===== src/rtl/writeback_commit_unit.sv =====
// Writeback commit unit: queues ALU/load results, drives the register file write port and keeps a per-register pending scoreboard.
// Optional forwarding from in-flight results is enabled by defining WB_FORWARD_EN.
module writeback_commit_unit #(
    parameter int DEPTH = 4,
    parameter int XLEN  = 32,
    parameter int CNTW  = 2
) (
    input  logic            clk,
    input  logic            reset,
    input  logic            alu_valid,
    output logic            alu_ready,
    input  logic [4:0]      alu_rd,
    input  logic [XLEN-1:0] alu_result,
    input  logic            mem_valid,
    output logic            mem_ready,
    input  logic [4:0]      mem_rd,
    input  logic [XLEN-1:0] mem_data,
    input  logic            dbg_valid,
    input  logic [4:0]      dbg_addr,
    input  logic [XLEN-1:0] dbg_data,
    input  logic            issue_valid,
    input  logic [4:0]      issue_rd,
    output logic            issue_ready,
    input  logic [4:0]      rs1_addr,
    input  logic [4:0]      rs2_addr,
    output logic            rs1_hazard,
    output logic            rs2_hazard,
    output logic            fwd1_valid,
    output logic            fwd2_valid,
    output logic [XLEN-1:0] fwd1_data,
    output logic [XLEN-1:0] fwd2_data,
    output logic            writeEnable,
    output logic [4:0]      writeAddr,
    output logic [XLEN-1:0] writeData
);
    localparam int AW = (DEPTH > 1) ? $clog2(DEPTH) : 1;
    localparam logic [CNTW-1:0] CNT_MAX = {CNTW{1'b1}};

    logic [4:0]      r_rd   [DEPTH];
    logic [XLEN-1:0] r_data [DEPTH];
    logic [AW-1:0]   r_wptr, r_rptr;
    logic [AW:0]     r_count;
    logic [CNTW-1:0] r_cnt  [32];

    logic            w_full, w_empty, w_push, w_pop, w_inc_en, w_dec_en;
    logic [4:0]      w_push_rd, w_head_rd;
    logic [XLEN-1:0] w_push_data, w_head_data;
    logic [4:0]      w_rs    [2];
    logic            w_hz    [2];
    logic            w_fv    [2];
    logic [XLEN-1:0] w_fd    [2];

    assign w_full      = (r_count == (AW+1)'(DEPTH));
    assign w_empty     = (r_count == '0);
    assign mem_ready   = !w_full && !reset;
    assign alu_ready   = !w_full && !mem_valid && !reset;
    assign w_push      = (mem_valid && mem_ready) || (alu_valid && alu_ready);
    assign w_push_rd   = mem_valid ? mem_rd   : alu_rd;
    assign w_push_data = mem_valid ? mem_data : alu_result;
    assign w_head_rd   = r_rd[r_rptr];
    assign w_head_data = r_data[r_rptr];
    // Debug owns the write port; the queue stalls while it is active.
    assign w_pop       = !dbg_valid && !w_empty;

    always_ff @(posedge clk) begin
        if (reset) begin
            r_wptr  <= '0;
            r_rptr  <= '0;
            r_count <= '0;
        end else begin
            if (w_push) begin
                r_rd[r_wptr]   <= w_push_rd;
                r_data[r_wptr] <= w_push_data;
                r_wptr         <= r_wptr + AW'(1);
            end
            if (w_pop)
                r_rptr <= r_rptr + AW'(1);
            if (w_push && !w_pop)
                r_count <= r_count + (AW+1)'(1);
            else if (w_pop && !w_push)
                r_count <= r_count - (AW+1)'(1);
        end
    end

    always_ff @(posedge clk) begin
        if (reset) begin
            writeEnable <= 1'b0;
            writeAddr   <= '0;
            writeData   <= '0;
        end else if (dbg_valid) begin
            writeEnable <= (dbg_addr != 5'd0);
            writeAddr   <= dbg_addr;
            writeData   <= dbg_data;
        end else if (w_pop) begin
            writeEnable <= (w_head_rd != 5'd0);
            writeAddr   <= w_head_rd;
            writeData   <= w_head_data;
        end else begin
            writeEnable <= 1'b0;
        end
    end

    assign issue_ready = !reset && ((r_cnt[issue_rd] != CNT_MAX) || (issue_rd == 5'd0));
    assign w_inc_en    = issue_valid && issue_ready && (issue_rd != 5'd0);
    assign w_dec_en    = w_pop && (w_head_rd != 5'd0);

    // Simultaneous increment and decrement of one register cancel out.
    always_ff @(posedge clk) begin
        for (int r = 0; r < 32; r++) begin
            if (reset || r == 0) begin
                r_cnt[r] <= '0;
            end else begin
                logic inc, dec;
                inc = w_inc_en && (issue_rd == 5'(r));
                dec = w_dec_en && (w_head_rd == 5'(r)) && (r_cnt[r] != '0);
                if (inc && !dec)
                    r_cnt[r] <= r_cnt[r] + CNTW'(1);
                else if (dec && !inc)
                    r_cnt[r] <= r_cnt[r] - CNTW'(1);
            end
        end
    end

    assign w_rs[0] = rs1_addr;
    assign w_rs[1] = rs2_addr;

`ifdef WB_FORWARD_EN
    // Walk oldest to youngest so the last match is the youngest value.
    always_comb begin
        for (int s = 0; s < 2; s++) begin
            logic [AW:0]   nm;
            logic [AW-1:0] idx;
            w_fv[s] = 1'b0;
            w_fd[s] = '0;
            nm      = '0;
            if (w_rs[s] != 5'd0 && writeEnable && writeAddr == w_rs[s]) begin
                w_fv[s] = 1'b1;
                w_fd[s] = writeData;
            end
            for (int i = 0; i < DEPTH; i++) begin
                idx = r_rptr + AW'(i);
                if (w_rs[s] != 5'd0 && (AW+1)'(i) < r_count && r_rd[idx] == w_rs[s]) begin
                    w_fv[s] = 1'b1;
                    w_fd[s] = r_data[idx];
                    nm      = nm + (AW+1)'(1);
                end
            end
            w_hz[s] = (w_rs[s] != 5'd0) && (r_cnt[w_rs[s]] != '0) &&
                      !(w_fv[s] && (8'(r_cnt[w_rs[s]]) == 8'(nm)));
        end
    end
`else
    always_comb begin
        for (int s = 0; s < 2; s++) begin
            w_fv[s] = 1'b0;
            w_fd[s] = '0;
            w_hz[s] = (w_rs[s] != 5'd0) && (r_cnt[w_rs[s]] != '0);
        end
    end
`endif

    assign rs1_hazard = w_hz[0];
    assign rs2_hazard = w_hz[1];
    assign fwd1_valid = w_fv[0];
    assign fwd2_valid = w_fv[1];
    assign fwd1_data  = w_fd[0];
    assign fwd2_data  = w_fd[1];
endmodule


===== config.mk =====
export PLATFORM = sky130hd
export DESIGN_NAME = writeback_commit_unit
export DESIGN_NICKNAME = d
export VERILOG_FILES = /design/src/rtl/writeback_commit_unit.sv
export SDC_FILE = /design/constraint.sdc
export NUM_CORES = 1
export LEC_CHECK = 0
export ABC_AREA = 1
export BUFFER_PORTS_ARGS = -buffer_cell sky130_fd_sc_hd__buf_2
export CAP_MARGIN = 20
export CORE_MARGIN = 3
export CORE_UTILIZATION = 50
export CTS_CLUSTER_DIAMETER = 120
export DETAILED_ROUTE_END_ITERATION = 8
export PLACE_DENSITY = 0.79
export SETUP_SLACK_MARGIN = 0.15
export SYNTH_ARGS = -nofsm -noshare
export SYNTH_HDL_FRONTEND = slang
export SYNTH_SLANG_ARGS = --single-unit

===== constraint.sdc =====
create_clock -name clk -period 4.7 [get_ports clk]
set_input_delay 0.94 -clock clk [delete_from_list [all_inputs] [get_ports clk]]
set_output_delay 0.94 -clock clk [all_outputs]
set_load 0.02 [all_outputs]

==> summary.md <==
| Metric | Value |
|---|---|
| Die Width | `around 180 um` |
| Starting Density | `between 50% and 60%` |
| Max Transition Viols Final | `0` |
| Die area | `approximately 31000 um^2` |
| Core Util, Final | `slightly below 60%` |
| Vias in the first global route | `11971` |
| Clock latency on the worst-skew pair | `around 0.55 ns` |
| Post-Route Setup TNS | `0 ns` |
| Fillers | `around 2400` |
| Power density over the cells | `~430 nW/um^2` |
| Clock buffer depth | `3` |
| Routability congestion estimate | `between 1 and 1.5` |
| Fin crit share | `76.3%` |
| Cts hold-fix bufs | `0` |
| Endpoints failing hold | `0` |
| EDFF count, synth | `210` |
| Outcome | `finished clean` |
| Final-stage net count | `1953` |
| Ys flop type | `edfxtp_1` |
| CTS clk-pin slew, worst paths | `around 0.060 ns` |
| Maximum vdd drop | `roughly 0.00032 V` |
| Worst setup SP type | `primary input` |
| Yosys reg bits | `~260` |
| GRT Resource Usage Total | `roughly a quarter` |
| Ports | `roughly 240` |
| Total Power | `0.00692 W` |
| Port Buffer Count | `between 150 and 200` |
| First-pass GRT wire length | `61.7 mm` |
| Max-cap viol count | `0` |
| RSZ-0062 raised after global routing | `false` |
| Setup slack, reg-to-reg | `around 1.4 ns` |
| Via count | `12432` |
| Asr flop ratio synth | `0%` |
| CTS Sinks | `about 260` |
| Antenna violations before repair | `2` |
| Per-cell routed wire length | `around 18 um` |
| Path depth of the worst reg2reg path | `14` |
| Drt pass-1 iters | `7` |
| CTS tree | `yes` |
| Synth unique cells | `43` |
| Final std cells w/o fill | `~2200` |
| Post-CTS Setup Bufs | `0` |
| Routed Antenna Nets | `0` |
| Synth area leaders | `edfxtp_1 (44%), nand2_1 (9.9%), dfxtp_1 (6.6%), o21ai_0 (5.0%), nor2_1 (4.5%)` |
| HP Start | `r_rptr[0]` |
| Post-route setup slack | `roughly 1.1 ns` |
| CTS buffer count | `27` |
| Cts repair resizes | `0` |
| Worst reg2reg path endpoint | `r_cnt[5][1]` |
| Largest net degree at the start of global routing | `75` |
| Share of cells above drive strength 1 | `about 18%` |
| Synth cell count leaders | `nand2_1 (376), edfxtp_1 (210), nor2_1 (172), o21ai_0 (144), inv_1 (131)` |
| CP Class | `primary input to output pin` |
| Layout area overhead | `13.5%` |
| Class of the worst hold path | `flop to flop` |
| Core area | `between 20000 and 30000 um^2` |
| Yosys top cell by area | `edfxtp_1` |
| Fin crit period | `about 3.6 ns` |
| Iteration-0 DRC Markers | `about 1500` |
| Synth Instances | `about 1600` |
| Slew HR | `48.0%` |
| Worst Path Required | `about 3.8 ns` |
| Crit path DAT | `approximately 2.7 ns` |
| Root Driver | `clkbuf_16` |
| Leak Pwr | `6.84 nW` |
| # setup viols final | `0` |
| Detailed placement HPWL | `26.9 mm` |
| Depth of the CTS H-tree | `1` |
| Crit Path Max Fanout | `34` |
| DRC violations left | `0` |
| Row count | `between 60 and 70` |
| Fmax | `about 0.28 GHz` |
| DP Cell Count | `roughly 2100` |
| Pre-CTS setup slack | `approximately 1.1 ns` |
| Seq/Total Area, Yosys | `between 50 and 60%` |
| Count leader, synth | `nand2_1` |
| Avg Cell Area, Syn | `8.73 um^2` |
| Critical path endpoint category | `output pin` |
| DR vias/cell | `between 5 and 6` |
| Die Ht | `approximately 180 um` |
| Fin Clk Skew | `0.0125 ns` |
| Post-synth top area share | `between 40% and 50%` |
| Worst hold path stage count | `2` |
| WL final | `39.0 mm` |
| Worst-Margin Slew | `between 0.7 and 0.8 ns` |
| Ys Warns | `0` |
| Synth Cell Area | `14300 um^2` |
| Grt total ovfl | `0` |
==> cell type report <==
| class | instances | area, um^2 | area share (%) |
|---|---|---|---|
| Antenna cell | 1 | 2.50 | 0.0154 |
| Clock inverter | 18 | 289 | 1.78 |
| Timing Repair Buffer | 193 | 1040 | 6.39 |
| Tap cell | 378 | 473 | 2.91 |
| Sequential cell | 257 | 7250 | 44.6 |
| Multi-Input combinational cell | 1164 | 5930 | 36.5 |
| Clock buffer | 32 | 734 | 4.52 |
| Inverter | 142 | 533 | 3.28 |
==> layer usage <==
metal  GRT usage, %  share of wire (%)
met1           32.4                 38
met2           40.9                 47
met3           5.71                 12
met4           8.44                2.9
met5              0              0.054
==> critical path, stage by stage <==
cell and delay, ns:
buf_2 0.15, buf_4 0.38, nand2_4 0.18, inv_1 0.13
nand2_1 0.09, nand2_1 0.07, nand2_1 0.05, nand2_1 0.09
nor2_1 0.06, nand2_1 0.08, nand3_1 0.09, nand3_2 0.11
inv_1 0.05, buf_2 0.15
==> logic make-up (layout without fill, tap and decap cells) <==
kind of cell	count (synthesis)	after routing	synth area share, %
AO/OA/AOI/OAI	305	305	12.1
XOR/XNOR	1	1	0.0612
adder cells (fa/ha/maj)	36	36	3.20
buffers and inverters	284	385	9.86
flip-flops	257	257	50.6
multiplexers	37	37	2.91
other	1	67	0.0262
AND/OR/NAND/NOR	719	719	21.2
==> report_power, final <==
part           leakage [nW]  switching, W  internal [W]
combinational          3.95       0.00120      0.000469
clock                 0.505      0.000905       0.00151
sequential             2.38      0.000113       0.00273
total                  6.84       0.00222       0.00470
==> flip-flops by register name (all words and copies together) (netlist names), named ones only <==
| name | flops |
|---|---|
| r_data | 128 |
| r_cnt | 62 |
| writeData | 32 |
| r_rd | 20 |
| writeAddr | 5 |
| r_count | 3 |
| r_rptr | 2 |
| r_wptr | 2 |
| writeEnable | 1 |
==> cells in the final DEF (no fill, tap or decap), types with 2 or more instances in the layout <==
master / count
nand2_1: 376
edfxtp_1: 210
buf_2: 174
nor2_1: 168
o21ai_0: 144
inv_1: 131
nand3_1: 89
conb_1: 66
dfxtp_1: 46
mux2_2: 37
nor3_1: 37
a31oi_1: 35
ha_1: 35
o22ai_1: 32
a21oi_1: 30
o21ai_1: 29
clkbuf_16: 27
o311ai_0: 21
buf_4: 17
nand4_1: 10
nor2_2: 10
nand2_4: 9
inv_2: 8
bufinv_16: 7
nor2_4: 6
clkinv_2: 6
clkinv_1: 4
nor4_1: 4
o31ai_1: 4
a221oi_1: 4
clkbuf_8: 4
nand2_2: 3
nand3_2: 3
a311oi_1: 2
o211ai_1: 2
clkinv_4: 2
buf_12: 2
==> through the flow <==
step	cell area, um^2	hold WS [ns]
2_1_floorplan	14600	0.459
4_1_cts	16200	0.507
3_5_place_dp	15200	0.494
3_3_place_gp	15200	0.473
6_report	16300	0.509
5_1_grt	16200	0.539
==> worst max path at each step <==
stage / from / to / slack (ns) / depth (start not counted)
2_1_floorplan: reset / r_data[0][0] / 0.98 / 3
3_3_place_gp: issue_rd[1] / r_cnt[29][1] / 1.14 / 16
3_5_place_dp: issue_rd[1] / r_cnt[26][0] / 1.07 / 16
4_1_cts: issue_rd[0] / issue_ready / 1.19 / 14
5_1_grt: issue_rd[1] / issue_ready / 0.91 / 12
6_report: issue_rd[0] / issue_ready / 1.11 / 14
(Power assumes the default switching activity.)
